**src/rtl/seg_reduce_pipe.sv**
```systemverilog
// Segmented sum-reduce with gather: LGN Hillis-Steele scan stages, then a carry/gather stage; SEG_RED_SAT_EN selects saturating adders.
// Latency LGN+1 registered stages, one beat per cycle.
// Backpressure: a held result (out_valid && !out_ready) freezes every stage, the carry and in_ready.
module seg_reduce_pipe #(
    parameter int N = 16,
    parameter int W = 8,
    localparam int LGN = $clog2(N),
    localparam int L = LGN + 1
) (
    input  logic                    clock,
    input  logic                    reset,
    input  logic                    in_valid,
    output logic                    in_ready,
    input  logic [N-1:0][W-1:0]     in_data,
    input  logic [N-1:0]            in_split,
    input  logic [N-1:0][LGN-1:0]   in_out_idx,
    input  logic                    in_last,
    output logic                    out_valid,
    input  logic                    out_ready,
    output logic [N-1:0][W-1:0]     out_data,
    output logic [W-1:0]            out_carry
);

    localparam int NSCAN = L - 1;

    function automatic logic [W-1:0] add_w(input logic [W-1:0] a, input logic [W-1:0] b);
`ifdef SEG_RED_SAT_EN
        logic [W:0] s;
        s = {1'b0, a} + {1'b0, b};
        return s[W] ? '1 : s[W-1:0];
`else
        return a + b;
`endif
    endfunction

    logic [N-1:0][W-1:0]   sum_q   [NSCAN];
    logic [N-1:0][W-1:0]   sum_d   [NSCAN];
    logic [N-1:0]          hd_q    [NSCAN];
    logic [N-1:0]          hd_d    [NSCAN];
    logic [N-1:0][LGN-1:0] idx_q   [NSCAN];
    logic [NSCAN-1:0]      vld_q;
    logic [NSCAN-1:0]      last_q;
    logic [NSCAN-1:0]      slast_q;

    logic [N-1:0][W-1:0]   stg_sum [NSCAN+1];
    logic [N-1:0]          stg_hd  [NSCAN+1];

    logic                  out_vld_q;
    logic [N-1:0][W-1:0]   out_dat_q;
    logic [N-1:0][W-1:0]   out_dat_d;
    logic [W-1:0]          out_car_q;
    logic [W-1:0]          carry_q;
    logic [W-1:0]          carry_d;
    logic [W-1:0]          carry_eff;
    logic [W-1:0]          tail_q;
    logic [W-1:0]          tail_d;
    logic                  clr_q;
    logic                  out_fire;
    logic [N-1:0][W-1:0]   fin;

    assign out_fire  = out_vld_q && out_ready;
    assign in_ready  = !(out_vld_q && !out_ready);
    assign out_valid = out_vld_q;
    assign out_data  = out_dat_q;
    assign out_carry = out_car_q;

    // hd[i] marks a segment head: lane i-1 closed its segment.
    always_comb begin
        stg_sum[0] = in_data;
        stg_hd[0]  = {in_split[N-2:0], 1'b0};
        for (int s = 0; s < NSCAN; s++) begin
            stg_sum[s+1] = sum_q[s];
            stg_hd[s+1]  = hd_q[s];
        end
    end

    always_comb begin
        for (int s = 0; s < NSCAN; s++) begin
            sum_d[s] = stg_sum[s];
            hd_d[s]  = stg_hd[s];
            for (int i = (1 << s); i < N; i++) begin
                if (!stg_hd[s][i]) begin
                    sum_d[s][i] = add_w(stg_sum[s][i - (1 << s)], stg_sum[s][i]);
                end
                hd_d[s][i] = stg_hd[s][i] | stg_hd[s][i - (1 << s)];
            end
        end
    end

    always_ff @(posedge clock or posedge reset) begin
        if (reset) begin
            vld_q   <= '0;
            last_q  <= '0;
            slast_q <= '0;
            for (int s = 0; s < NSCAN; s++) begin
                sum_q[s] <= '0;
                hd_q[s]  <= '0;
                idx_q[s] <= '0;
            end
        end else if (in_ready) begin
            vld_q   <= {vld_q[NSCAN-2:0], in_valid};
            last_q  <= {last_q[NSCAN-2:0], in_last};
            slast_q <= {slast_q[NSCAN-2:0], in_split[N-1]};
            idx_q[0] <= in_out_idx;
            for (int s = 0; s < NSCAN; s++) begin
                sum_q[s] <= sum_d[s];
                hd_q[s]  <= hd_d[s];
            end
            for (int s = 1; s < NSCAN; s++) begin
                idx_q[s] <= idx_q[s-1];
            end
        end
    end

    // The beat entering the output register must see the carry left by the beat leaving it this same edge.
    always_comb begin
        carry_d   = clr_q ? '0 : tail_q;
        carry_eff = out_fire ? carry_d : carry_q;
    end

    always_comb begin
        fin       = '0;
        out_dat_d = '0;
        for (int i = 0; i < N; i++) begin
            fin[i] = stg_hd[NSCAN][i] ? stg_sum[NSCAN][i] : add_w(stg_sum[NSCAN][i], carry_eff);
        end
        for (int i = 0; i < N; i++) begin
            out_dat_d[i] = fin[idx_q[NSCAN-1][i]];
        end
        tail_d = fin[N-1];
    end

    always_ff @(posedge clock or posedge reset) begin
        if (reset) begin
            out_vld_q <= 1'b0;
            out_dat_q <= '0;
            out_car_q <= '0;
            carry_q   <= '0;
            tail_q    <= '0;
            clr_q     <= 1'b0;
        end else begin
            if (out_fire) begin
                carry_q <= carry_d;
            end
            if (in_ready) begin
                out_vld_q <= vld_q[NSCAN-1];
                out_dat_q <= out_dat_d;
                out_car_q <= carry_eff;
                tail_q    <= tail_d;
                clr_q     <= last_q[NSCAN-1] | slast_q[NSCAN-1];
            end
        end
    end

endmodule
```
**config.mk**
```make
export PLATFORM = sky130hd
export DESIGN_NAME = seg_reduce_pipe
export DESIGN_NICKNAME = d
export VERILOG_FILES = /design/src/rtl/seg_reduce_pipe.sv
export SDC_FILE = /design/constraint.sdc
export NUM_CORES = 2
export LEC_CHECK = 0
export ABC_AREA = 1
export CAP_MARGIN = 5
export CORE_UTILIZATION = 25
export DETAILED_ROUTE_END_ITERATION = 12
export PLACE_DENSITY = 0.37
export RECOVER_POWER = 50
export SKIP_CTS_REPAIR_TIMING = 1
export SLEW_MARGIN = 20
export SYNTH_ARGS = -nofsm -noshare
export SYNTH_HDL_FRONTEND = slang
export SYNTH_SLANG_ARGS = --single-unit
```
**constraint.sdc**
```tcl
create_clock -name clock -period 29 [get_ports clock]
set_input_delay 2.9 -clock clock [delete_from_list [all_inputs] [get_ports clock]]
set_output_delay 2.9 -clock clock [all_outputs]
set_load 0.01 [all_outputs]
```
Word level (Yosys, flattened, before mapping) --
Cells that the tools add are included.
Storage, ports and cells: flip-flop bits (word level) 994, bits in latches 0, bits in writable memories 0, memory bits (read-only) 0, input bits 213, logic and storage cells 385, memories kept 0
Cells by class: add/sub/neg operators 65, multipliers 0, div/mod/pow operators 0, magnitude comparators 16, equality and inequality tests 0, shift-type cells 0, mux-type cells 98, bitwise logic cells 46, reductions and logical operators 4
Operators with widths (count):
- $mux 8 | 82
- $add 8x8->8 | 65
- $bmux 8 s4 | 16
- $lt 4x5->1 const B | 16
- $or 1x1->1 | 46
- $logic_and 1x1->1 | 2
- $logic_not 1->1 | 2

Logic depth before layout (Yosys ltp) --
depth after elaboration 6, gate-level depth with buffers 22

Worst setup path after synthesis --
Ideal clock, no wire load.
path type input to register, start in out_ready, end reg out_dat_q, in the netlist out_data[27], setup time 0.117 ns, data arrival time 7.664 ns, setup slack 21.219 ns, stages on the path 16, path buffers 2, cell sequence nand2_4 clkbuf_1 o21ai_0 ha_1 nand3_1 nand3_1 or2_2 nand3_1 nand2_1 inv_1 clkbuf_1 o21ai_0 nand3_1 nand3_1 nand3_1 nand2_1
On the way: longest elaborated chain between the ends 6
Ends and longest elaborated chain:
- start, declared | RTL line 19 | input logic out_ready,
- $logic_and 1x1->1 * | RTL line 61 | assign out_fire = out_vld_q && out_ready;
- $mux 8 * | RTL line 118 | carry_eff = out_fire ? carry_d : carry_q;
- net carry_eff[1] | RTL line 54 | logic [W-1:0] carry_eff;
- $add 8x8->8 | RTL line 32 | return a + b;
- $mux 8 | RTL line 125 | fin[i] = stg_hd[NSCAN][i] ? stg_sum[NSCAN][i] : add_w(stg_sum[NSCAN][i], carry_eff);
- $bmux 8 s4 * | RTL line 128 | out_dat_d[i] = fin[idx_q[NSCAN-1][i]];
- $mux 8 (implied by the code) * | RTL line 128
- end signal, assigned | RTL line 147 | out_dat_q <= out_dat_d;
- end, declared | RTL line 49 | logic [N-1:0][W-1:0] out_dat_q;
Mark *: on every way through the listed nets, which the timed path passes. The rest lies on a longest branch. The select of a mux whose other input is x is not followed. A chain may end at the register's enable or synchronous reset.

Worst setup path after layout --
start in out_ready, end reg sum_q, in the netlist stg_sum[396]
On the way: longest elaborated chain between the ends 2
Ends and longest elaborated chain:
- $logic_not 1->1 | RTL line 62 | assign in_ready = !(out_vld_q && !out_ready);
- $logic_and 1x1->1 | RTL line 62
- end signal, assigned by index | RTL line 106 | sum_q[s] <= sum_d[s];
- end, declared | RTL line 36 | logic [N-1:0][W-1:0] sum_q [NSCAN];
Every way passes these cells.

==> summary.txt <==
Run status
  – Outcome: complete, but fails checks
  – Violated checks: max-capacitance violations, max-slew violations

Worst setup path
  – Crit-path max FO: 195
  – Worst setup SP type: input pin
  – FF-to-FF Start: out_valid
  – Crit-path cells: dlygate4sd3_1 -> nor2_1 -> clkbuf_1 -> clkbuf_1 -> buf_4 -> a21oi_1 -> a21oi_1
  – Reg-to-reg slack, setup: 14650 ps
  – Worst path slowest cell: clkbuf_1
  – R2R depth: 7
  – Worst R2R End: stg_sum[396]
  – CP endpoint kind: flop
  – Crit path kind: input pin to flop
  – Critical Path RT: 29750 ps
  – Worst Path Arrival: 17350 ps
  – Crit path largest cell delay: 5950 ps

Worst hold path
  – Min-Delay Path Depth: 2
  – Hold Path Sink: idx_q[68]
  – Worst min-delay path category: flop to flop
  – Hold path start: idx_q[132]

Global routing
  – Vias in the first global route: 81420
  – Largest net degree at the start of global routing: 196
  – First-pass GRT wire length: 591300 µm
  – Grt ovf: 0
  – Initial antenna violation count: 9
  – Gr usage total: 24.72%

Routing
  – TritonRoute pass-1 iters: 7
  – Post-detailed-route count of antenna-violating nets: 0
  – Remaining DRCs: 0
  – Drt wl/cell: 25.74 µm
  – Via count: 85770
  – Detailed Route WL: 411000 µm
  – Initial DRC Count: 9908
  – Via density: 5.372

STA
  – Worst slew margin: -459.9%
  – Fin crit share: 57.26%
  – RSZ-0062 raised after global routing: false
  – Setup WS post-layout: 12400 ps
  – Pins Over Slew Limit: 1800
  – Setup Skew: 57.03 ps
  – Hold_ws: 454.1 ps
  – # setup viols final: 0
  – Worst-margin pin slew: 8399 ps
  – Fin crit period: 16600 ps
  – Maximum clock frequency: 0.06022 GHz
  – Final hold vios: 0
  – Post-Route Setup TNS: 0 ps

Floorplan
  – Die Y: 566.5 µm
  – Initial Utilization: 25.21%
  – DIE AREA: 320900 µm²
  – I/O pin count: 351
  – Die width: 566.5 µm
  – Core area: 316000 µm²
  – # rows: 206

Layout
  – Commonest non-fill, non-tap cells in the layout: nand2_1, nand3_1, o21ai_0
  – Most common cell after layout, fill and taps aside: nand2_1
  – Fin util: 28.88%
  – Nets: 12430
  – Share of cells above drive strength 1: 4.688%
  – Area grow syn2layout: 14.54%

Synthesis
  – Synth async-reset ratio: 100.0%
  – Syn Std Cell Area: 79670 µm²
  – Synth unique cells: 47
  – Cells after Synth: 11850
  – Mapped Nets: 12590
  – Main area contributors after synthesis: dfrtp_1, nand3_1, nand2_1
  – Synth warnings: 0
  – EDFF count, synth: 0
  – Synth top area share: 31.22%
  – Mapped Avg Cell Area: 6.725 µm²
  – Synthesized flop and latch total: 994
  – Sequential share of the synthesized area: 31.22%
  – Synth area leader: dfrtp_1
  – Main synth FF type: dfrtp_1

Clocking
  – Clock latency on the worst-skew pair: 850 ps
  – Longest Clk Path Bufs: 4
  – Total clock buffers created by CTS: 144
  – Clock sink count: 994
  – Max H-tree Level: 4
  – Root Driver: clkbuf_16
  – CTS tree: done
  – Clock transition at the registers of the reported paths: 60 ps

Placement
  – Dpl ws: 21570 ps
  – Placer Congestion: 0.9045
  – Post-DP HPWL: 290000 µm
  – IO buf count: 350

Job
  – Max Cap Viol: 25
## registers in the layout, indices dropped and copies added, names as in the netlist
register and flops:
hd_q 49, hd_d 11, out_data 128, slast_q 4, out_carry 8, clr_q 1
out_valid 1, carry_q 8, vld_q 4, stg_sum 512, idx_q 256, tail_q 8
last_q 4
## cell families (layout without fill, tap and decap cells)
group | count (synthesis) | after routing | synth area share (%)
simple gates | 5991 | 5991 | 32.88
compound gates | 2478 | 2478 | 16.74
buf+inv | 1708 | 1657 | 8.580
flops | 994 | 994 | 31.22
fa+ha+maj | 535 | 535 | 9.015
xor+xnor | 127 | 127 | 1.396
mux | 13 | 13 | 0.1633
other cells | 0 | 12 | 0
## per-stage QoR
step	instances	instance area, µm²
2_1_floorplan	11850	79670
3_3_place_gp	15700	86530
3_5_place_dp	15700	86540
4_1_cts	15950	91400
5_1_grt	15960	91230
6_report	15970	91250
## layout make-up
type                            instances  area [µm²]
Fill cell                           34430      224700
Timing Repair Buffer                  557        4971
Clock inverter                         48       554.3
Clock buffer                          207        4304
Inverter                              845        3177
Sequential cell                       994       24900
Multi-Input combinational cell       9144       48110
Antenna cell                           12       30.03
Tap cell                             4160        5205
## synth_stat cells, types with 2 or more instances
library cell	number
nand3_4	11
o221ai_1	10
mux2i_1	13
buf_1	79
dfrtp_1	994
o22ai_1	34
nand3b_1	30
buf_6	13
nand3_2	26
nor2_1	558
nand4_1	63
xnor2_1	61
o21ai_1	55
o21ai_0	1035
buf_8	3
buf_4	13
inv_1	792
buf_2	195
clkinv_1	43
fa_1	65
a2bb2oi_1	7
o211ai_1	282
and2_1	49
o21ai_2	2
or2_2	11
xor2_1	66
inv_2	10
ha_1	470
nand2_1	2920
a22oi_1	10
clkbuf_1	560
a31oi_1	52
or2_1	4
nand2_4	4
nand3_1	2301
nand2_2	10
a21oi_1	985
## per-layer routing
| layer | global-route usage [%] | share of wire (%) | vias to the layer above |
|---|---|---|---|
| li1 | - | - | 39890 |
| met3 | 3.341 | 6.4 | 803 |
| met2 | 40.93 | 46 | 3654 |
| met1 | 31.90 | 42 | 41420 |
| met5 | 0 | 0 | - |
| met4 | 11.11 | 4.9 | 0 |
## worst max-delay path, delay by kind of cell
family | cells | cell delay [ps]
AOI/OAI and AO/OA | 2 | 270
and+or+nand+nor | 1 | 180
buffers and inverters | 4 | 13410
## how the worst max path moves through the flow
stage	startpoint	end	slack [ps]	cells past startpoint
floorplan	reset	carry_q[0]	12410	1
global placement	out_ready	in_ready	21580	4
detailed placement	out_ready	out_data[115]	21570	15
CTS	out_ready	in_ready	21580	4
global route	out_ready	stg_sum[419]	10810	7
finish	out_ready	stg_sum[396]	12400	7
Power is not shown: default switching activity piles up to over one toggle a cycle in this logic, so the estimate is an artifact.
